File: config.mk
export PLATFORM = sky130hd
export DESIGN_NAME = tx_buffer_scheduler_flat
export DESIGN_NICKNAME = d
export VERILOG_FILES = /design/src/rtl/tx_buffer_scheduler_pkg.sv /design/src/rtl/tx_buffer_scheduler_if.sv /design/src/rtl/tx_buffer_scheduler_rise_pulse.sv /design/src/rtl/tx_buffer_scheduler.sv /design/src/flat_wrapper.sv
export SDC_FILE = /design/constraint.sdc
export NUM_CORES = 1
export LEC_CHECK = 0
export BUFFER_PORTS_ARGS = -buffer_cell sky130_fd_sc_hd__buf_4
export CAP_MARGIN = 40
export CORE_MARGIN = 2
export CORE_UTILIZATION = 50
export DETAILED_ROUTE_END_ITERATION = 16
export GPL_TIMING_DRIVEN = 0
export HOLD_SLACK_MARGIN = 0.02
export PLACE_DENSITY = 0.78
export SYNTH_ARGS = -nofsm -noshare
export SYNTH_HDL_FRONTEND = slang
export SYNTH_SLANG_ARGS = --single-unit
File: constraint.sdc
create_clock -name clk -period 4.5 [get_ports clk]
set_input_delay 0.9 -clock clk [delete_from_list [all_inputs] [get_ports clk]]
set_output_delay 0.9 -clock clk [all_outputs]
set_load 0.05 [all_outputs]
File: src/rtl/tx_buffer_scheduler_pkg.sv
// Shared types and constants for the UART transmit path.
package uart_pkg;

  localparam int BYTE_W            = 8;
  localparam int DEFAULT_NUM_BYTES = 4;

  typedef logic [BYTE_W-1:0] byte_t;

  // Transmit scheduler states: waiting, offering a byte, idle gap, end-of-burst pulse.
  typedef enum logic [1:0] {
    IDLE  = 2'd0,
    ISSUE = 2'd1,
    GAP   = 2'd2,
    DONE  = 2'd3
  } txs_state_t;

endpackage

File: src/rtl/tx_buffer_scheduler_if.sv
// Valid/ready byte channel between the transmit scheduler and the UART TX core.
interface tx_buffer_scheduler_if;
  import uart_pkg::*;

  logic  tx_valid;
  byte_t tx_data;
  logic  tx_ready;

  // The scheduler offers bytes; the UART core accepts them.
  modport master (output tx_valid, output tx_data, input tx_ready);
  modport slave  (input tx_valid, input tx_data, output tx_ready);

endinterface

File: src/rtl/tx_buffer_scheduler_rise_pulse.sv
// Registered rising-edge detector: one-cycle pulse on the first cycle a level is seen high.
module rise_pulse (
  input  logic clk,
  input  logic rst,
  input  logic level_i,
  output logic rise_o
);

  logic level_q;

  // Remember last cycle's level so a held level produces only one pulse.
  always_ff @(posedge clk) begin
    if (rst) level_q <= 1'b0;
    else     level_q <= level_i;
  end

  assign rise_o = level_i & ~level_q;

endmodule

File: src/rtl/tx_buffer_scheduler.sv
// Transmit buffer and burst scheduler. Holds NUM_BYTES bytes written from the
// switches, and on a rising edge of send streams them in index order into the
// UART TX core with a fixed idle gap after each accepted byte.
// Optional feature macro: TX_AUTO_REPEAT_EN adds repeat_mode, which restarts the
// burst from byte 0 instead of finishing while it is held high.
module tx_buffer_scheduler
  import uart_pkg::*;
#(
  parameter  int NUM_BYTES  = DEFAULT_NUM_BYTES,
  parameter  int GAP_CYCLES = 16,
  localparam int IDX_W      = $clog2(NUM_BYTES)
) (
  input  logic                  clk,
  input  logic                  rst,
  input  logic                  send,
  input  logic                  load_en,
  input  logic [IDX_W-1:0]      load_addr,
  input  byte_t                 load_data,
`ifdef TX_AUTO_REPEAT_EN
  input  logic                  repeat_mode,
`endif
  tx_buffer_scheduler_if.master tx,
  output byte_t                 TXBUF [NUM_BYTES-1:0],
  output logic                  busy,
  output logic [IDX_W-1:0]      byte_idx,
  output logic                  done,
  output logic                  load_reject
);

  localparam int               CNT_W    = $clog2(GAP_CYCLES + 1);
  localparam logic [IDX_W-1:0] LAST_IDX = IDX_W'(NUM_BYTES - 1);
  localparam logic [CNT_W-1:0] GAP_LOAD = CNT_W'(GAP_CYCLES - 1);

  if (GAP_CYCLES < 1) begin : g_gap_check
    $error("tx_buffer_scheduler: GAP_CYCLES must be at least 1");
  end
  if (NUM_BYTES < 2) begin : g_depth_check
    $error("tx_buffer_scheduler: NUM_BYTES must be at least 2");
  end

  txs_state_t       state_q, state_d;
  logic [IDX_W-1:0] idx_q, idx_d;
  logic [CNT_W-1:0] gap_q, gap_d;
  logic             reject_q, reject_d;
  logic             start;
  logic             addr_ok;
  logic             wr_ok;
  logic             xfer;

  rise_pulse u_send_edge (
    .clk     (clk),
    .rst     (rst),
    .level_i (send),
    .rise_o  (start)
  );

  // With a power-of-two depth every address selects a byte; otherwise the top
  // codes do not exist and such writes are refused.
  if ((1 << IDX_W) == NUM_BYTES) begin : g_addr_full
    assign addr_ok = 1'b1;
  end else begin : g_addr_part
    assign addr_ok = (int'(load_addr) < NUM_BYTES);
  end

  // Writes only land while idle and not in the cycle a burst starts, so a burst
  // always transmits the buffer as it stood when send rose.
  assign wr_ok    = load_en & (state_q == IDLE) & ~start & addr_ok;
  assign reject_d = load_en & ~wr_ok;
  assign xfer     = (state_q == ISSUE) & tx.tx_ready;

  for (genvar gi = 0; gi < NUM_BYTES; gi++) begin : g_buf
    byte_t byte_q;

    // Capture a write aimed at this byte.
    always_ff @(posedge clk) begin
      if (rst)                                            byte_q <= '0;
      else if (wr_ok && (load_addr == IDX_W'(gi)))        byte_q <= load_data;
    end

    assign TXBUF[gi] = byte_q;
  end

  // State, byte index, gap counter and reject pulse registers.
  always_ff @(posedge clk) begin
    if (rst) begin
      state_q  <= IDLE;
      idx_q    <= '0;
      gap_q    <= '0;
      reject_q <= 1'b0;
    end else begin
      state_q  <= state_d;
      idx_q    <= idx_d;
      gap_q    <= gap_d;
      reject_q <= reject_d;
    end
  end

  // Next-state sequencing and Moore outputs of the burst scheduler.
  always_comb begin
    state_d     = state_q;
    idx_d       = idx_q;
    gap_d       = gap_q;
    tx.tx_valid = 1'b0;
    tx.tx_data  = '0;
    busy        = 1'b0;
    done        = 1'b0;

    case (state_q)
      IDLE: begin
        idx_d = '0;
        if (start) state_d = ISSUE;
      end

      ISSUE: begin
        busy        = 1'b1;
        tx.tx_valid = 1'b1;
        tx.tx_data  = TXBUF[idx_q];
        if (xfer) begin
          state_d = GAP;
          gap_d   = GAP_LOAD;
        end
      end

      GAP: begin
        busy = 1'b1;
        if (gap_q == '0) begin
          if (idx_q == LAST_IDX) begin
`ifdef TX_AUTO_REPEAT_EN
            if (repeat_mode) begin
              state_d = ISSUE;
              idx_d   = '0;
            end else begin
              state_d = DONE;
            end
`else
            state_d = DONE;
`endif
          end else begin
            idx_d   = idx_q + 1'b1;
            state_d = ISSUE;
          end
        end else begin
          gap_d = gap_q - 1'b1;
        end
      end

      DONE: begin
        busy    = 1'b1;
        done    = 1'b1;
        state_d = IDLE;
        idx_d   = '0;
      end

      default: begin
        state_d = IDLE;
        idx_d   = '0;
      end
    endcase
  end

  assign byte_idx    = idx_q;
  assign load_reject = reject_q;

endmodule

File: src/flat_wrapper.sv
// flat-port wrapper written by rule: the top's interface ports become plain ports
module tx_buffer_scheduler_flat import uart_pkg::*;
#(
  parameter  int NUM_BYTES  = DEFAULT_NUM_BYTES,
  parameter  int GAP_CYCLES = 16,
  localparam int IDX_W      = $clog2(NUM_BYTES)
)
  (clk, rst, send, load_en, load_addr, load_data, TXBUF, busy, byte_idx, done, load_reject, tx_tx_valid, tx_tx_data, tx_tx_ready);
  tx_buffer_scheduler_if tx_i ();
  input  logic clk;
  input  logic rst;
  input  logic send;
  input  logic load_en;
  input  logic [IDX_W-1:0] load_addr;
  input  byte_t load_data;
  output byte_t TXBUF[NUM_BYTES-1:0];
  output logic busy;
  output logic [IDX_W-1:0] byte_idx;
  output logic done;
  output logic load_reject;
  output wire logic [$bits(tx_i.tx_valid)-1:0] tx_tx_valid;
  output wire logic [$bits(tx_i.tx_data)-1:0] tx_tx_data;
  input wire logic [$bits(tx_i.tx_ready)-1:0] tx_tx_ready;
  assign tx_tx_valid = tx_i.tx_valid;
  assign tx_tx_data = tx_i.tx_data;
  assign tx_i.tx_ready = tx_tx_ready;
  tx_buffer_scheduler #(.NUM_BYTES(NUM_BYTES), .GAP_CYCLES(GAP_CYCLES)) u_core (.clk(clk), .rst(rst), .send(send), .load_en(load_en), .load_addr(load_addr), .load_data(load_data), .tx(tx_i), .TXBUF(TXBUF), .busy(busy), .byte_idx(byte_idx), .done(done), .load_reject(load_reject));
endmodule
# Yosys cells after proc, flatten, opt, wreduce, memory -nomap -nowiden
# Cells that the tools add are included.
word_totals:
  latch_bits: 0
  mem_count: 0
  output_inout_bits: 46
  ramBits: 0
  inputBits: 15
  reg_bits: 43
  romBits: 0
  wordCells: 63
op_classes:
  addsub: 2
  magnitude_cmp: 1
  n_bitwise: 8
  muxes: 17
  mul: 0
  n_reduce_logical: 14
  eq_ne: 12
  shift: 0
  n_div: 0
ops:
  columns: ["operator", "count"]
  rows:
  - ["$bmux W8 S2", 1]
  - ["$mux W8", 2]
  - ["$mux W2", 6]
  - ["$eq A2 B2 Y1 const B", 5]
  - ["$mux W5", 2]
  - ["$pmux W5 S2", 1]
  - ["$reduce_and A3 Y1", 3]
  - ["$pmux W2 S4", 1]
  - ["$ne A2 B1 Y1 const B", 3]
  - ["$and A1 B1 Y1", 5]
  - ["$logic_not A5 Y1", 1]
  - ["$sub A5 B1 Y5 const B", 1]
  - ["$eq A2 B1 Y1 const B", 2]
  - ["$logic_and A1 B1 Y1", 4]
  - ["$logic_not A2 Y1", 2]
  - ["$ne A2 B2 Y1 const B", 2]
  - ["$pmux W2 S2", 1]
  - ["$reduce_bool A2 Y1", 2]
  - ["$lt A2 B3 Y1 const B", 1]
  - ["$mux W1", 3]
  - ["$not A1 Y1", 3]
  - ["$reduce_or A3 Y1", 1]
  - ["$add A2 B1 Y2 const B", 1]
  - ["$reduce_or A2 Y1", 1]

# Logic depth before layout (Yosys ltp)
# Gate-level depths: netlist (run 1).
logic_depth:
  depth_word: 6
  mapped_depth: 7
  ltp_nobuf: 6

# Modules after synthesis
# A second synthesis (run 1) with hierarchy kept.
unflattened:
  cells_unflattened: 201
  area_unflattened_um2: 2069.5
modules_own_cells:
  columns: ["module", "seq_area_each_um2", "n_inst", "cells_each", "area_each_um2"]
  rows:
  - ["tx_buffer_scheduler", 840.8, 1, 198, 2021.9]
  - ["rise_pulse", 20.0, 1, 3, 47.5]

# Worst setup path before layout (run 1)
# OpenSTA, ideal clock, no wires.
synth_path:
  path_type: "flip-flop to output port"
  startpoint: "reg u_core.idx_q[1], in the netlist u_core.byte_idx[1]"
  endpoint: "out tx_tx_data[7]"
  path_stages_with_launch: 4
  t_required_ns: 3.600
  n_path_buf: 1
  setup_slack_ns: 1.746
  arrival_ns: 1.854
  cell_sequence: "dfxtp_1 -> clkbuf_1 -> mux4_2 -> and2_1"
synth_between:
  elab_chain_len: 3
synth_rtl:
  columns: ["item", "line_no", "rtl"]
  rows:
  - ["start: declaration", "tx_buffer_scheduler.sv:42", "logic [IDX_W-1:0] idx_q, idx_d;"]
  - ["start signal: assignment", "tx_buffer_scheduler.sv:92", "idx_q <= idx_d;"]
  - ["$bmux W8 S2", "tx_buffer_scheduler.sv:117", "tx.tx_data = TXBUF[idx_q];"]
  - ["$mux W8 (not written as such)", "tx_buffer_scheduler.sv:117", null]
  - ["$mux W8", "tx_buffer_scheduler.sv:108", "case (state_q)"]
  - ["end: declaration", "flat_wrapper.sv:22", "output wire logic [$bits(tx_i.tx_data)-1:0] tx_tx_data;"]
# No other way between the ends. The select of a mux whose other input is x is not followed.

# Worst setup path in the final report (run 1)
# Ends and elaborated chain as after synthesis.

==> results.txt, run 1 <==
----------------------------------------------------
[Outcome]
  Run status ... complete, no violations

[Place]
  Worst setup slack after placement ... 1850 ps
  Routability Congestion ... 0.896
  Number of buffer cells added on primary ports ... 59
  Number of cells in the design after placement ... 308
  HPWL Detailed ... 3300 um
  Cell area reported after detailed placement ... 0.00256 mm^2

[Synth]
  Synth Area in XOR/XNOR ... 0
  Simple-gate area share of the yosys netlist ... 0.183
  Dominant combinational cell family by area after synthesis ... multiplexers
  Area fraction in compound gates after synthesis ... 0.0687
  Share of cell area taken by muxes after synthesis ... 0.248
  Sequential area share after synthesis ... 0.418
  Register bit total from synthesis ... 43
  Yosys synthesis warning count ... 0
  Summed instance area of the synthesized netlist ... just over 0.002 mm^2
  Number of distinct standard cells referenced by the synthesized netlist ... 30
  Post-synthesis cell count ... 199
  Avg Inst Size Synth ... 10.3 um^2
  Adder-cell share of the synthesized area ... 0.0486
  Post-synthesis cell type with the largest combined area ... sky130_fd_sc_hd__dfxtp_1
  Area contributors post-synth ... sky130_fd_sc_hd__dfxtp_1, sky130_fd_sc_hd__mux2i_1, sky130_fd_sc_hd__mux4_2
  Share of the synthesized area in the top cell type ... 0.418
  Number of nets in the synthesized netlist ... 222

[STA]
  Setup repair after global routing missed its margin ... no
  F_max ... 0.336 GHz
  Final slew viol count ... 0
  Min setup slack post-route ... 1530 ps
  Worst max-slew margin expressed relative to the limit ... 0.448
  Final Hold Fails ... 0
  Post-Route Hold Slack ... 481 ps
  Transition time at the pin with the least slew margin ... 822 ps
  Final number of setup-violating endpoints ... 0
  Minimum clock period after layout ... 2970 ps
  Setup TNS ... 0 ps
  Worst clock skew ... 6.92 ps
  Fraction of the cycle the final worst path needs ... 0.661

[Drt]
  DRC viols ... 0
  Iteration count of the initial detailed-routing pass ... 4
  Routed WL ... roughly 4700 um
  Final ANT Viol Nets ... 0
  Starting DRT DRC Count ... 114
  DR vias ... 1683
  Routed via count divided by cell count ... 5.33
  Routed WL per cell ... 14.8 um

[Clock tree]
  CTS tree ... built
  Later-pin clock latency in the skew report ... 290 ps
  Number of clock sinks ... 43
  Clock buffer depth ... 2
  Number of buffers inserted during clock tree synthesis ... 5
  Clock slew at the register clock pins of the worst setup and hold paths ... 80 ps
  Clock root buffer ... sky130_fd_sc_hd__clkbuf_8
  H-tree level count ... 2
  Setup Fix Bufs, Post-CTS ... 0
  CTS hold repair buffers ... 0
  Number of cells upsized or downsized after cts ... 0

[Layout]
  Area taken by multi-input logic gates ... 0.00113 mm^2
  Final Cell Area ... 0.00270 mm^2
  Share of layout cells above drive strength 1 ... 0.316
  Total of fill cells in the finished design ... 330
  Footprint of the flip-flops and latches ... ~860 um^2
  Cell Count, Final, Fillers Out ... 316
  Number of nets in the layout ... ~290
  Growth of design area from synthesis to finish ... 31.0%
  Core Util, Final ... 0.679
  Count of antenna diodes in the layout ... 0

[Floorplan]
  Core ar. ... about 0.004 mm^2
  Total die area ... around 0.0046 mm^2
  Die Span X ... 68.2 um
  Die height ... 68.2 um
  FP Rows ... 23
  Starting Density ... 0.518
  I/O Pins ... 61

[Setup path]
  CP Data Required Time ... approximately 3600 ps
  Top cell family by delay on the critical path ... buffers and inverters
  Startpoint type of the worst setup path ... flip-flop
  Max FO, Critical Path ... 9
  Critical Path Slowest Stage Cell ... sky130_fd_sc_hd__mux4_2
  Element type at the critical path end ... output port
  Setup CP Type ... flip-flop to output port
  Critical-path cell list ... clkbuf_1 -> mux4_2 -> and2_1 -> buf_4
  Longest individual stage delay on the worst path ... around 570 ps
  Worst path buffer plus inverter count ... 2
  Data arrival time of the worst path ... 2070 ps

[Job]
  Number of max-cap violations ... 0

[Pwr]
  Sequential group share of total power ... 0.332
  Worst vdd rail ir drop ... 0.270 mV
  Final Total Pwr ... 1.42 mW
  Cell internal pwr ... 0.878 mW
  Power share of the clock group ... 0.247
  Portion of total power attributed to combinational logic ... 0.420
  Switching power as a share of total power ... 0.384
  Switching component of the power ... roughly 0.55 mW
  Leak ... 1.18 nW
  Total power per unit cell area ... between 500 and 600 mW/mm^2

[Global routing]
  First-pass GRT wire length ... ~7700 um
  Vias in the first global route ... about 1600
  Number of antenna violations at the first check in global routing ... 0
  Total GRT Usage ... 0.224
  Pin count of the biggest net entering global routing ... 14
  Grt total ovfl ... 0

[Worst hold path]
  Path category of the worst min-delay check ... flip-flop to flip-flop

----------------------------------------------------
==> cell usage after synthesis, drive strengths merged <==
master,number
nand3,3
nand2b,6
ha,8
mux2i,33
clkbuf,7
nor3,1
and3,1
a22oi,1
a211oi,3
nor4,1
or4,1
a21o,2
a2111oi,1
inv,6
nor2b,3
or4b,1
dfxtp,43
nand4bb,1
o41ai,1
o21ai,3
buf,4
a221oi,1
and2,8
nor2,39
a21oi,6
nor4b,3
mux4,8
nand2,4
==> worst paths after layout <==
check	from	endpoint	slack, ps	depth (start not counted)
max	u_core.byte_idx[1]	tx_tx_data[7]	1530	4
min	u_core.gap_q[4]	u_core.gap_q[4]	480	2
max reg2reg	u_core.state_q[1]	u_core.gap_q[1]	2390	6
min reg2reg	u_core.gap_q[4]	u_core.gap_q[4]	480	2
==> power groups by stage <==
| stage | Sequential, mW | Clock (mW) | Combinational, mW |
|---|---|---|---|
| after floorplan | 0.543 | 0 | 0.392 |
| after detailed placement | 0.482 | 0 | 0.601 |
| after CTS | 0.474 | 0.357 | 0.603 |
| after global routing | 0.484 | 0.375 | 0.660 |
| after global placement | 0.481 | 0 | 0.594 |
| final | 0.473 | 0.353 | 0.599 |
==> sequential cells by signal, indices dropped and copies added (netlist names) <==
name / count
u_core.u_send_edge.level_q: 1
u_core.g_buf.byte_q: 32
u_core.state_q: 2
u_core.byte_idx: 2
u_core.load_reject: 1
u_core.gap_q: 5
==> worst reg2reg max path: stages (launching register included) <==
cell,delay [ps]
sky130_fd_sc_hd__dfxtp_1,330
sky130_fd_sc_hd__inv_1,160
sky130_fd_sc_hd__ha_1,470
sky130_fd_sc_hd__nor2b_1,450
sky130_fd_sc_hd__nor2_1,160
sky130_fd_sc_hd__and3_1,230
sky130_fd_sc_hd__a211oi_1,220
==> layout make-up <==
class                   count  area share
flip-flops and latches     43       0.319
multi-input cells         139       0.419
plain buffers              11      0.0172
repair buffers             59       0.164
inverters                   6     0.00835
clock buffers               6      0.0269
well taps                  50      0.0232
clock inverters             2      0.0223
==> logic make-up after synthesis <==
logic type,count (synthesis)
simple gates,72
flops,43
mux,41
compound gates,18
buf+inv,17
fa+ha+maj,8
==> cells in the final DEF (no fill, tap or decap), drive strengths merged, types with 4 or more instances in the layout <==
cell and count:
buf 63, dfxtp 43, nor2 39, mux2i 33, clkbuf 13, mux4 8, and2 8, ha 8
inv 6, nand2b 6, a21oi 6, nand2 4
==> layer usage <==
layer,part of all wire,global-route usage,routed length (um)
met3,0.055,0.0395,257
met4,0.013,0.0725,61
met1,0.45,0.302,2120
met2,0.48,0.363,2250
met5,0,0,0
Note: power is estimated with default switching activity, not from simulation.
==> run 2: changes to the inputs <==
Settings changed: ABC_AREA set to 1, CORE_UTILIZATION 50 to 46, PLACE_DENSITY 0.78 to 0.75.
Clock period 4.5 ns to 2.7 ns, I/O delays scaled along.
==> run 2 against run 1 <==
Setup slack got worse by 1300 ps. Core utilization decreased by 5.6 points. Worst hold slack got worse by 29 ps. First-iteration DRC count increased by 0.88%. Global-route usage increased by 2.1 points. Non-clock buffer count increased by 1. Sequential share of layout area decreased by 0.61 points. Design area increased by 1.9%. Via count increased by 36%. Critical endpoint is now tx_tx_data[4]. Largest power group unchanged.
==> results.txt, run 2 <==
----------------------------------------------------
[Floorplan]
  Starting Density ... 0.481 (was 0.518)
  I/O Pins ... 61 (unchanged)
  Total die area ... 0.00518 mm^2 (was 0.00465 mm^2)
  FP Rows ... 24 (was 23)
  Die height ... 71.9 um (was 68.2 um)
  Core ar. ... 0.00441 mm^2 (was 0.00397 mm^2)
  Die Span X ... 71.9 um (was 68.2 um)

[Global routing]
  Grt total ovfl ... 0 (unchanged)
  Number of antenna violations at the first check in global routing ... 0 (unchanged)
  Pin count of the biggest net entering global routing ... 14 (unchanged)
  Vias in the first global route ... 2054 (was 1575)
  Total GRT Usage ... 0.244 (was 0.224)
  First-pass GRT wire length ... 9820 um (was 7690 um)

[STA]
  Final slew viol count ... 0 (unchanged)
  Transition time at the pin with the least slew margin ... 539 ps (was 822 ps)
  F_max ... 0.411 GHz
  Final Hold Fails ... 0 (unchanged)
  Final number of setup-violating endpoints ... 0 (unchanged)
  Min setup slack post-route ... 264 ps (was 1530 ps)
  Minimum clock period after layout ... 2440 ps
  Worst max-slew margin expressed relative to the limit ... 0.641 (was 0.448)
  Fraction of the cycle the final worst path needs ... 0.902
  Setup repair after global routing missed its margin ... no (unchanged)
  Worst clock skew ... 7.92 ps (was 6.92 ps)
  Setup TNS ... 0 ps (unchanged)

[Place]
  HPWL Detailed ... 4390 um (was 3300 um)
  Worst setup slack after placement ... 638 ps (was 1850 ps)
  Number of cells in the design after placement ... 419 (was 308)
  Cell area reported after detailed placement ... 0.00263 mm^2 (was 0.00256 mm^2)
  Number of buffer cells added on primary ports ... 59 (unchanged)
  Routability Congestion ... 0.955 (was 0.896)

[Setup path]
  Critical Path Slowest Stage Cell ... sky130_fd_sc_hd__dfxtp_1 (was sky130_fd_sc_hd__mux4_2)
  Data arrival time of the worst path ... 1900 ps (was 2070 ps)
  CP Data Required Time ... 2160 ps (was 3600 ps)
  Setup CP Type ... flip-flop to output port (unchanged)
  Max FO, Critical Path ... 10 (was 9)
  Longest individual stage delay on the worst path ... 380 ps (was 570 ps)
  Element type at the critical path end ... output port (unchanged)
  Startpoint type of the worst setup path ... flip-flop (unchanged)
  Critical-path cell list ... buf_2 -> inv_1 -> clkbuf_2 -> o21ai_0 -> a21oi_1 -> buf_4 (was clkbuf_1 -> mux4_2 -> and2_1 -> buf_4)

[Layout]
  Share of layout cells above drive strength 1 ... 0.221 (was 0.316)
  Footprint of the flip-flops and latches ... 861 um^2 (unchanged)
  Growth of design area from synthesis to finish ... 29.5% (was 31.0%)
  Area taken by multi-input logic gates ... 0.00110 mm^2 (was 0.00113 mm^2)
  Largest Register ... u_core.g_buf.byte_q (unchanged)
  Final Cell Area ... 0.00275 mm^2 (was 0.00270 mm^2)
  Leading registers by flop count ... u_core.g_buf.byte_q: 32 flops, u_core.gap_q: 5 flops (unchanged)
  Count of antenna diodes in the layout ... 0 (unchanged)
  Total of fill cells in the finished design ... 404 (was 330)
  Cell Count, Final, Fillers Out ... 427 (was 316)
  Number of nets in the layout ... 397 (was 288)
  Flip-flop count of the largest register after layout ... 32 (unchanged)
  Leading cell types in the layout, fill and taps excluded ... sky130_fd_sc_hd__nand2_1, sky130_fd_sc_hd__buf_4, sky130_fd_sc_hd__nor2_1, sky130_fd_sc_hd__a21oi_1, sky130_fd_sc_hd__dfxtp_1 (was sky130_fd_sc_hd__buf_4, sky130_fd_sc_hd__dfxtp_1, sky130_fd_sc_hd__nor2_1, sky130_fd_sc_hd__mux2i_1)

[Synth]
  Number of distinct standard cells referenced by the synthesized netlist ... 21 (was 30)
  Number of nets in the synthesized netlist ... 331 (was 222)
  Summed instance area of the synthesized netlist ... 0.00212 mm^2 (was 0.00206 mm^2)
  Post-synthesis cell type with the largest combined area ... sky130_fd_sc_hd__dfxtp_1 (unchanged)
  Number of enable flip-flop cells after synthesis ... 0 (unchanged)
  Share of the synthesized area in the top cell type ... 0.405 (was 0.418)
  Most instantiated flip-flop cell in the synthesis netlist ... sky130_fd_sc_hd__dfxtp_1 (unchanged)
  Yosys synthesis warning count ... 0 (unchanged)
  Fraction of registers with async set or reset after synthesis ... 0 (unchanged)
  Area contributors post-synth ... sky130_fd_sc_hd__dfxtp_1, sky130_fd_sc_hd__a21oi_1, sky130_fd_sc_hd__nand2_1 (was sky130_fd_sc_hd__dfxtp_1, sky130_fd_sc_hd__mux2i_1, sky130_fd_sc_hd__mux4_2)
  Top post-synthesis cells by count ... sky130_fd_sc_hd__nand2_1, sky130_fd_sc_hd__nor2_1, sky130_fd_sc_hd__a21oi_1 (was sky130_fd_sc_hd__dfxtp_1, sky130_fd_sc_hd__nor2_1, sky130_fd_sc_hd__mux2i_1)
  Top-count cell post-synth ... sky130_fd_sc_hd__nand2_1 (was sky130_fd_sc_hd__dfxtp_1)
  Post-synthesis cell count ... 308 (was 199)
  Avg Inst Size Synth ... 6.89 um^2 (was 10.3 um^2)
  Register bit total from synthesis ... 43 (unchanged)
  Sequential area share after synthesis ... 0.405 (was 0.418)

[Drt]
  DRC viols ... 0 (unchanged)
  Routed WL ... 6020 um (was 4690 um)
  DR vias ... 2283 (was 1683)
  Starting DRT DRC Count ... 115 (was 114)
  Final ANT Viol Nets ... 0 (unchanged)
  Routed WL per cell ... 14.1 um (was 14.8 um)
  Routed via count divided by cell count ... 5.35 (was 5.33)
  Iteration count of the initial detailed-routing pass ... 4 (unchanged)

[Pwr]
  Sequential group share of total power ... 0.295 (was 0.332)
  Final Total Pwr ... 2.66 mW (was 1.42 mW)
  Switching component of the power ... 1.23 mW (was 0.547 mW)
  Cell internal pwr ... 1.43 mW (was 0.878 mW)
  Switching power as a share of total power ... 0.463 (was 0.384)
  Power share of the clock group ... 0.199 (was 0.247)
  Leak ... 1.20 nW (was 1.18 nW)
  Worst vdd rail ir drop ... 0.467 mV (was 0.270 mV)
  Total power per unit cell area ... 966 mW/mm^2 (was 528 mW/mm^2)
  Portion of total power attributed to combinational logic ... 0.506 (was 0.420)

[Outcome]
  Run status ... complete, no violations (unchanged)

[Clock tree]
  Number of clock sinks ... 43 (unchanged)
  Number of cells upsized or downsized after cts ... 0 (unchanged)
  Later-pin clock latency in the skew report ... 310 ps (was 290 ps)
  Number of buffers inserted during clock tree synthesis ... 5 (unchanged)
  Setup Fix Bufs, Post-CTS ... 0 (unchanged)
  Clock root buffer ... sky130_fd_sc_hd__clkbuf_8 (unchanged)
  Clock slew at the register clock pins of the worst setup and hold paths ... 90 ps (was 80 ps)
  H-tree level count ... 2 (unchanged)
  Clock buffer depth ... 2 (unchanged)
  CTS tree ... built (unchanged)
  CTS hold repair buffers ... 0 (unchanged)

[Job]
  Number of max-cap violations ... 0 (unchanged)

[Worst hold path]
  Path category of the worst min-delay check ... input port to flip-flop (was flip-flop to flip-flop)

----------------------------------------------------
run 2: cell types whose count changed after synthesis, moves of 4 or more:
cell,before,now
sky130_fd_sc_hd__nand3_1,3,38
sky130_fd_sc_hd__clkbuf_1,7,3
sky130_fd_sc_hd__inv_1,6,19
sky130_fd_sc_hd__buf_6,0,4
sky130_fd_sc_hd__nor2_1,39,54
sky130_fd_sc_hd__nand2_1,3,59
sky130_fd_sc_hd__a21oi_1,4,45
sky130_fd_sc_hd__mux4_2,8,0
sky130_fd_sc_hd__nand2b_1,6,0
sky130_fd_sc_hd__mux2i_1,33,0
sky130_fd_sc_hd__and2_1,8,0
sky130_fd_sc_hd__o21ai_0,3,17
run 2: power groups by stage:
stage	logic [mW]	registers, mW	clock network, mW
final	1.34	0.783	0.529
after global routing	1.49	0.796	0.552
after CTS	1.34	0.781	0.528
after detailed placement	1.34	0.796	0
after global placement	1.33	0.795	0
after floorplan	0.887	0.904	0
run 2: cell type report:
class                      count  area share
buffer                        12      0.0296
clock buffer                   6      0.0300
clock inverter                 2      0.0127
inverter                      21      0.0287
multi-input combinational    232       0.401
sequential                    43       0.313
tap                           52      0.0237
timing repair buffer          59       0.161
run 2: cell families after synthesis:
logic type      after synthesis  synth area share
flops                        43             0.405
compound gates               63             0.150
simple gates                161             0.322
buf+inv                      33            0.0754
fa+ha+maj                     8            0.0471
run 2: final timing paths:
path	start	to	slack, ps	depth (start not counted)
worst max register to register	u_core.state_q[1]	u_core.gap_q[0]	970	9
worst min-delay path	send	u_core.u_send_edge.level_q	450	3
worst max-delay path	u_core.byte_idx[0]	tx_tx_data[4]	260	6
worst min register to register	u_core.g_buf[0].byte_q[4]	u_core.g_buf[0].byte_q[4]	480	2
run 2: metal layers:
metal / share of wire / vias up / wire length, um / track usage
met5: 0 / - / 0 / 0
met4: 0.025 / 0 / 148 / 0.0901
met3: 0.068 / 16 / 412 / 0.0444
met2: 0.47 / 92 / 2800 / 0.407
met1: 0.44 / 1027 / 2660 / 0.317
li1: - / 1148 / - / -
run 2: metrics by stage:
step	hold WS, ps	utilization
after CTS	457	0.623
after global placement	468	0.596
final	452	0.623
after global routing	465	0.623
after detailed placement	471	0.596
after floorplan	463	-
run 2: worst max-delay path, delay by kind of cell, from the launching register on:
family          cells  cell delay (ps)
flops               1              380
buf+inv             4              820
compound gates      2              390
